<file path="config.mk">
export PLATFORM = sky130hd
export DESIGN_NAME = bmp180_bcd_display
export DESIGN_NICKNAME = d
export VERILOG_FILES = /design/src/rtl/bmp180_pkg.sv /design/src/rtl/bcd_to_7seg.sv /design/src/rtl/bmp180_bcd_display.sv
export SDC_FILE = /design/constraint.sdc
export NUM_CORES = 1
export LEC_CHECK = 0
export BUFFER_PORTS_ARGS = -buffer_cell sky130_fd_sc_hd__buf_2
export CAP_MARGIN = 20
export CELL_PAD_IN_SITES_DETAIL_PLACEMENT = 0
export CELL_PAD_IN_SITES_GLOBAL_PLACEMENT = 1
export CORE_ASPECT_RATIO = 1.1
export CORE_MARGIN = 5
export CORE_UTILIZATION = 44
export DETAILED_ROUTE_END_ITERATION = 6
export GPL_TIMING_DRIVEN = 0
export PLACE_DENSITY_LB_ADDON = 0.1
export SLEW_MARGIN = 20
export SYNTH_ARGS = -nofsm -noshare
export SYNTH_HDL_FRONTEND = slang
export SYNTH_HIERARCHICAL = 1
export SYNTH_SLANG_ARGS = --single-unit
</file>
<file path="constraint.sdc">
create_clock -name clk_i -period 3.5 [get_ports clk_i]
set_input_delay 0.175 -clock clk_i [delete_from_list [all_inputs] [get_ports clk_i]]
set_output_delay 0.175 -clock clk_i [all_outputs]
set_load 0.005 [all_outputs]
</file>
<file path="src/rtl/bmp180_pkg.sv">
// Shared types and constants for the BMP180 BCD display path: FSM encoding, digit count,
// and the active-low gfedcba segment table.
package bmp180_pkg;

  typedef enum logic [1:0] {
    StIdle,
    StShift,
    StDone
  } state_e;

  localparam int unsigned N_DIGITS = 6;
  localparam int unsigned BCD_W    = 4 * N_DIGITS;

  localparam logic [6:0] SEG_BLANK = 7'b1111111;
  localparam logic [6:0] SEG_MINUS = 7'b0111111;

  // Active-low gfedcba; anything that is not a decimal digit is drawn blank.
  function automatic logic [6:0] digit_to_seg(input logic [3:0] digit);
    logic [6:0] seg;
    case (digit)
      4'd0:    seg = 7'b1000000;
      4'd1:    seg = 7'b1111001;
      4'd2:    seg = 7'b0100100;
      4'd3:    seg = 7'b0110000;
      4'd4:    seg = 7'b0011001;
      4'd5:    seg = 7'b0010010;
      4'd6:    seg = 7'b0000010;
      4'd7:    seg = 7'b1111000;
      4'd8:    seg = 7'b0000000;
      4'd9:    seg = 7'b0010000;
      default: seg = SEG_BLANK;
    endcase
    return seg;
  endfunction

  // Double-dabble correction step: every nibble >= 5 gets +3 before the shift.
  function automatic logic [BCD_W-1:0] bcd_add3(input logic [BCD_W-1:0] bcd);
    logic [BCD_W-1:0] res;
    res = bcd;
    for (int i = 0; i < N_DIGITS; i++) begin
      if (bcd[4*i +: 4] >= 4'd5) begin
        res[4*i +: 4] = bcd[4*i +: 4] + 4'd3;
      end
    end
    return res;
  endfunction

endpackage

</file>
<file path="src/rtl/bcd_to_7seg.sv">
// Combinational BCD nibble to active-low 7-segment decoder (gfedcba).
module bcd_to_7seg
  import bmp180_pkg::*;
(
  input  logic [3:0] digit_i,
  output logic [6:0] seg_o
);

  assign seg_o = digit_to_seg(digit_i);

endmodule

</file>
<file path="src/rtl/bmp180_bcd_display.sv">
// Converts a signed BMP180 temperature or pressure into six BCD digits with a sequential
// double-dabble engine and drives six active-low 7-segment displays with sign and blanking.
module bmp180_bcd_display
  import bmp180_pkg::*;
#(
  parameter bit          LZ_BLANK = 1'b1,
  parameter int unsigned N_BITS   = 19
) (
  input  logic              clk_i,
  input  logic              rst_i,
  input  logic              start_i,
  input  logic              sel_i,
  input  logic [15:0]       t_value_i,
  input  logic [N_BITS-1:0] p_value_i,
  output logic              busy_o,
  output logic              done_o,
  output logic              sign_o,
  output logic [BCD_W-1:0]  bcd_o,
  output logic [6:0]        hex0_o,
  output logic [6:0]        hex1_o,
  output logic [6:0]        hex2_o,
  output logic [6:0]        hex3_o,
  output logic [6:0]        hex4_o,
  output logic [6:0]        hex5_o
);

  localparam int unsigned CntW = $clog2(N_BITS);

  state_e                    state_q, state_d;
  logic [CntW-1:0]           cnt_q, cnt_d;
  logic [N_BITS-1:0]         mag_q, mag_d;
  logic [BCD_W-1:0]          acc_q, acc_d;
  logic                      sign_pend_q, sign_pend_d;
  logic                      sign_q, sign_d;
  logic [BCD_W-1:0]          bcd_q, bcd_d;
  logic                      done_q, done_d;
  logic [N_DIGITS-1:0][6:0]  hex_q, hex_d;

  logic [N_BITS-1:0]         operand;
  logic [N_BITS-1:0]         magnitude;
  logic [N_DIGITS-1:0][6:0]  seg_raw;
  logic [N_DIGITS-1:0][6:0]  hex_new;
  logic [2:0]                msd;

  // Temperature is sign-extended; the most negative operand maps onto itself as unsigned.
  assign operand   = sel_i ? p_value_i : {{(N_BITS-16){t_value_i[15]}}, t_value_i};
  assign magnitude = operand[N_BITS-1] ? (~operand + 1'b1) : operand;

  for (genvar g = 0; g < N_DIGITS; g++) begin : g_dec
    bcd_to_7seg u_dec (
      .digit_i(acc_q[4*g +: 4]),
      .seg_o  (seg_raw[g])
    );
  end

  // Display image of the finished accumulator, with leading-zero blanking and minus.
  always_comb begin
    msd = 3'd0;
    for (int i = 0; i < N_DIGITS; i++) begin
      if (acc_q[4*i +: 4] != 4'd0) msd = 3'(i);
    end
    for (int i = 0; i < N_DIGITS; i++) begin
      hex_new[i] = seg_raw[i];
      if (LZ_BLANK && (3'(i) > msd)) hex_new[i] = SEG_BLANK;
    end
    if (sign_pend_q) begin
      if (LZ_BLANK) begin
        if (msd < 3'(N_DIGITS - 1)) hex_new[msd + 3'd1] = SEG_MINUS;
      end else if (acc_q[BCD_W-1 -: 4] == 4'd0) begin
        hex_new[N_DIGITS-1] = SEG_MINUS;
      end
    end
  end

  always_ff @(posedge clk_i or posedge rst_i) begin
    if (rst_i) begin
      state_q <= StIdle;
    end else begin
      state_q <= state_d;
    end
  end

  always_comb begin
    state_d = state_q;
    unique case (state_q)
      StIdle:  if (start_i) state_d = StShift;
      StShift: if (cnt_q == '0) state_d = StDone;
      StDone:  state_d = StIdle;
      default: state_d = StIdle;
    endcase
  end

  always_comb begin
    cnt_d       = cnt_q;
    mag_d       = mag_q;
    acc_d       = acc_q;
    sign_pend_d = sign_pend_q;
    sign_d      = sign_q;
    bcd_d       = bcd_q;
    hex_d       = hex_q;
    done_d      = 1'b0;
    unique case (state_q)
      StIdle: begin
        if (start_i) begin
          sign_pend_d = operand[N_BITS-1];
          mag_d       = magnitude;
          acc_d       = '0;
          cnt_d       = CntW'(N_BITS - 1);
        end
      end
      StShift: begin
        {acc_d, mag_d} = {bcd_add3(acc_q), mag_q} << 1;
        cnt_d          = cnt_q - 1'b1;
      end
      StDone: begin
        bcd_d  = acc_q;
        sign_d = sign_pend_q;
        hex_d  = hex_new;
        done_d = 1'b1;
      end
      default: ;
    endcase
  end

  always_ff @(posedge clk_i or posedge rst_i) begin
    if (rst_i) begin
      cnt_q       <= '0;
      mag_q       <= '0;
      acc_q       <= '0;
      sign_pend_q <= 1'b0;
      sign_q      <= 1'b0;
      bcd_q       <= '0;
      done_q      <= 1'b0;
      hex_q       <= {N_DIGITS{SEG_BLANK}};
    end else begin
      cnt_q       <= cnt_d;
      mag_q       <= mag_d;
      acc_q       <= acc_d;
      sign_pend_q <= sign_pend_d;
      sign_q      <= sign_d;
      bcd_q       <= bcd_d;
      done_q      <= done_d;
      hex_q       <= hex_d;
    end
  end

  assign busy_o = (state_q != StIdle);
  assign done_o = done_q;
  assign sign_o = sign_q;
  assign bcd_o  = bcd_q;
  assign hex0_o = hex_q[0];
  assign hex1_o = hex_q[1];
  assign hex2_o = hex_q[2];
  assign hex3_o = hex_q[3];
  assign hex4_o = hex_q[4];
  assign hex5_o = hex_q[5];

endmodule

</file>
==> metrics.md <==
| Metric | Value |
|---|---|
| Clock-pin slew on the worst setup and hold paths | `50 ps` |
| Logic pwr share | `42.7%` |
| Drt first-iter violations | `319` |
| Hpwl dp | `14.4 mm` |
| Yosys top cell area share | `26.5%` |
| Leak pwr | `4.03 nW` |
| P&R area growth vs syn | `20.1%` |
| Crit-path cells | `inv_1, ha_1, or3b_1, a21oi_1, or2_1, nand2_1, ha_1, a2111oi_4, a21oi_2, o311ai_4, o22a_1` |
| Initial Util | `44.7%` |
| Power per cell area | `896 nW/um^2` |
| Skew-Pair Late Insertion Delay | `420 ps` |
| Clock Sink Count | `119` |
| Non-Filler Instances | `1172` |
| Post-route cell area | `8750 sq um` |
| Gpl congestion | `0.910` |
| Root buffer cell | `clkbuf_16` |
| DP Area | `8110 sq um` |
| Fillers | `1545` |
| Final slew viol count | `0` |
| RR Endpoint | `hex1_o[3]$_DFFE_PP1P_` |
| H-tree levels | `4` |
| Type of the most critical hold path | `in2reg` |
| Congestion Overflow GR | `0` |
| Crit. Startpoint | `acc_q[12]$_DFFE_PP0P_` |
| Fin Clk Skew | `6.81 ps` |
| Crit path arrival time | `3590 ps` |
| Vias in the first global route | `6159` |
| R2r worst-path depth | `11` |
| Largest net degree at the start of global routing | `65` |
| Synth Area per Inst | `8.81 sq um` |
| Critical Path End | `hex1_o[3]$_DFFE_PP1P_` |
| Area leader, netlist | `dfrtp_1` |
| Area contributors post-synth | `dfrtp_1 (26%), dfstp_2 (15%), ha_1 (7.9%), nand2_1 (7.3%), o21ai_0 (5.9%)` |
| Outcome | `finished, final reports clean` |
| Highest-delay cell along the critical path | `dfrtp_1` |
| Critical Path Source Type | `flop` |
| Peak per-stage delay on the critical path | `490 ps` |
| # IOs | `108` |
| Internal | `4.79 mW` |
| Worst EP required | `3860 ps` |
| CTS buffer count | `17` |
| Die outline height | `145 um` |
| CP Capture Type | `flop` |
| Diodes inserted | `0` |
| Initial antenna violation count | `0` |
| TritonCTS clock tree | `built` |
| Nets@finish | `1040` |
| Core Region | `16300 sq um` |
| Top-count cell post-synth | `nand2_1` |
| Reg2reg start | `acc_q[12]$_DFFE_PP0P_` |
| Max IR drop VDD | `0.464 mV` |
| RSZ-0062 raised after global routing | `false` |
| Worst-margin pin slew | `1100 ps` |
| All-Layer GR Usage | `20.0%` |
| Placed Instances | `1139` |
| CP most frequent cell | `ha_1` |
| CTS Buffer Depth | `2` |
| Vias | `6304` |
| R2R setup slack | `270 ps` |
| Final Setup Violations | `0` |
| Die width | `133 um` |
| Final worst-path cycle share | `92.4%` |
| Distinct cells, synth | `60` |
| Initial DRT Pass Iterations | `6` |
| Yosys warns | `6` |
| Synthesized Nets | `912` |
| Clock power share | `23.9%` |
| Switch Pwr | `3.06 mW` |
| #FFs+latches synth | `119` |
| DRT antenna net count | `0` |
| Syn Std Cell Area | `7280 sq um` |
| Ys flop type | `dfrtp_1` |
| Max Freq | `309 MHz` |
| Max FO, Critical Path | `8` |
| Share of post-route cells with drive strength above 1 | `21.7%` |
| Sw Share | `39.0%` |
| Site Rows | `49` |
| WL/cell | `16.2 um` |
| Post-synth ARST share | `100%` |
| Setup Fix Bufs, Post-CTS | `0` |
| Post-synth EDFFs | `0` |
| DR DRC count | `0` |
| Hold Vio Cnt, Final | `0` |
| Rel. slew slack | `26.3%` |
| Number of vias per cell | `5.38` |
| Area of the die | `19200 sq um` |
| Synthesized instance count | `827` |
| First-pass GRT wire length | `31.4 mm` |
| Sequential Power Share | `33.4%` |
| Max-cap violations | `0` |
| Routed WL | `19.0 mm` |
| Port bufs | `107` |
| Crit Path Class | `reg2reg` |
| Seq/Total Area, Yosys | `41.6%` |
| Final Critical Period | `3230 ps` |
| Most common library cells after synthesis | `nand2_1 (142), o21ai_0 (86), dfrtp_1 (77)` |
## how the worst min path moves through the flow
stage | startpoint | to | cells past startpoint
after global placement | hex4_o[4]$_DFFE_PP1P_ | hex4_o[4]$_DFFE_PP1P_ | 2
after CTS | p_value_i[15] | mag_q[15]$_DFFE_PP0P_ | 2
after floorplan | p_value_i[15] | mag_q[15]$_DFFE_PP0P_ | 1
after global routing | p_value_i[15] | mag_q[15]$_DFFE_PP0P_ | 2
after detailed placement | rst_i | done_o$_DFF_PP0_ | 2
final | p_value_i[15] | mag_q[15]$_DFFE_PP0P_ | 2
## power by group through the flow
stage | clock, mW | sequential [mW] | combinational (mW)
2_1_floorplan | 0 | 2.54 | 2.36
3_3_place_gp | 0 | 2.62 | 3.27
3_5_place_dp | 0 | 2.65 | 3.36
4_1_cts | 1.91 | 2.63 | 3.38
5_1_grt | 1.98 | 2.72 | 3.80
6_report | 1.87 | 2.62 | 3.35
## through the flow
stage               power [mW]  worst slack [ps]  TNS [ps]  utilization [%]  hold slack (ps)
global placement          5.89             -1110    -84790             49.5              440
floorplan                 4.91               237         0                -              306
global route              8.50              6.24         0             53.7             30.0
CTS                       7.91               236         0             53.7             22.1
finish                    7.84               266         0             53.7             29.3
detailed placement        6.00               256         0             49.7              270
## flip-flops by register name (all words and copies together), names as in the netlist
name	flops
hex0_o	7
hex4_o	7
hex3_o	7
done_o	1
cnt_q	5
sign_o	1
bcd_o	24
hex1_o	7
acc_q	24
sign_pend_q	1
mag_q	19
hex5_o	7
state_q	2
hex2_o	7
## critical path: cells and delay by family, from the launching register on
family / cells / cell delay (ps)
adders and majority gates: 2 / 580
buffers and inverters: 1 / 170
and+or+nand+nor: 3 / 670
DFF: 1 / 490
AOI/OAI and AO/OA: 5 / 1260
## what timing repair did
item,in CTS,in global routing
gates resized for setup,0,0
hold buffers,1,0
endpoints found under the hold margin,20,0
setup endpoints to repair,0,6
## layout make-up
cell class              instances  area [sq um]  share of cell area, %
clock buffers                  24           492                   5.62
clock inverters                 8           143                   1.63
repair buffers                109           573                   6.55
inverters                      40           155                   1.77
flip-flops and latches        119          3030                   34.6
multi-input cells             625          3870                   44.2
well taps                     204           255                   2.92
plain buffers                  43           231                   2.64
## cell families (layout without fill, tap and decap cells)
logic type / count (synthesis) / in the layout / share of synthesized area [%]
and+or+nand+nor: 311 / 311 / 20.7
buffers and inverters: 83 / 224 / 5.24
muxes: 22 / 22 / 3.09
adders and majority gates: 46 / 46 / 7.90
DFF: 119 / 119 / 41.6
xor gates and xnor gates: 16 / 16 / 1.92
AOI/OAI and AO/OA: 230 / 230 / 19.6
## cell usage in the layout (no fill, tap or decap), types with 5 or more instances in the layout
master	netlist	final
nand2b_1	28	28
a32o_1	6	6
nand3_1	22	22
dfrtp_1	77	77
or2_1	7	7
nor3b_1	12	12
a21oi_1	51	51
xnor2_1	12	12
nor3_1	15	15
o21ai_1	20	20
and3_1	5	5
ha_1	46	46
a22oi_1	9	9
dfstp_2	42	42
buf_2	5	112
inv_1	40	39
mux2i_1	18	18
o31ai_1	10	10
nor2_1	49	49
buf_6	7	7
nand2_1	142	142
o22a_1	18	18
clkbuf_1	26	29
o21ai_0	86	86
clkbuf_16	0	17
o211ai_1	6	6
nor4_1	7	7
## metal layers
layer | GRT usage [%] | vias to the layer above | share of wire (%)
met3 | 3.67 | 24 | 3.9
met1 | 25.2 | 2986 | 45
met2 | 34.6 | 137 | 50
met4 | 6.50 | 0 | 1.6
met5 | 0 | - | 0
li1 | - | 3157 | -
No activity file was read; power rests on OpenSTA's default activity.
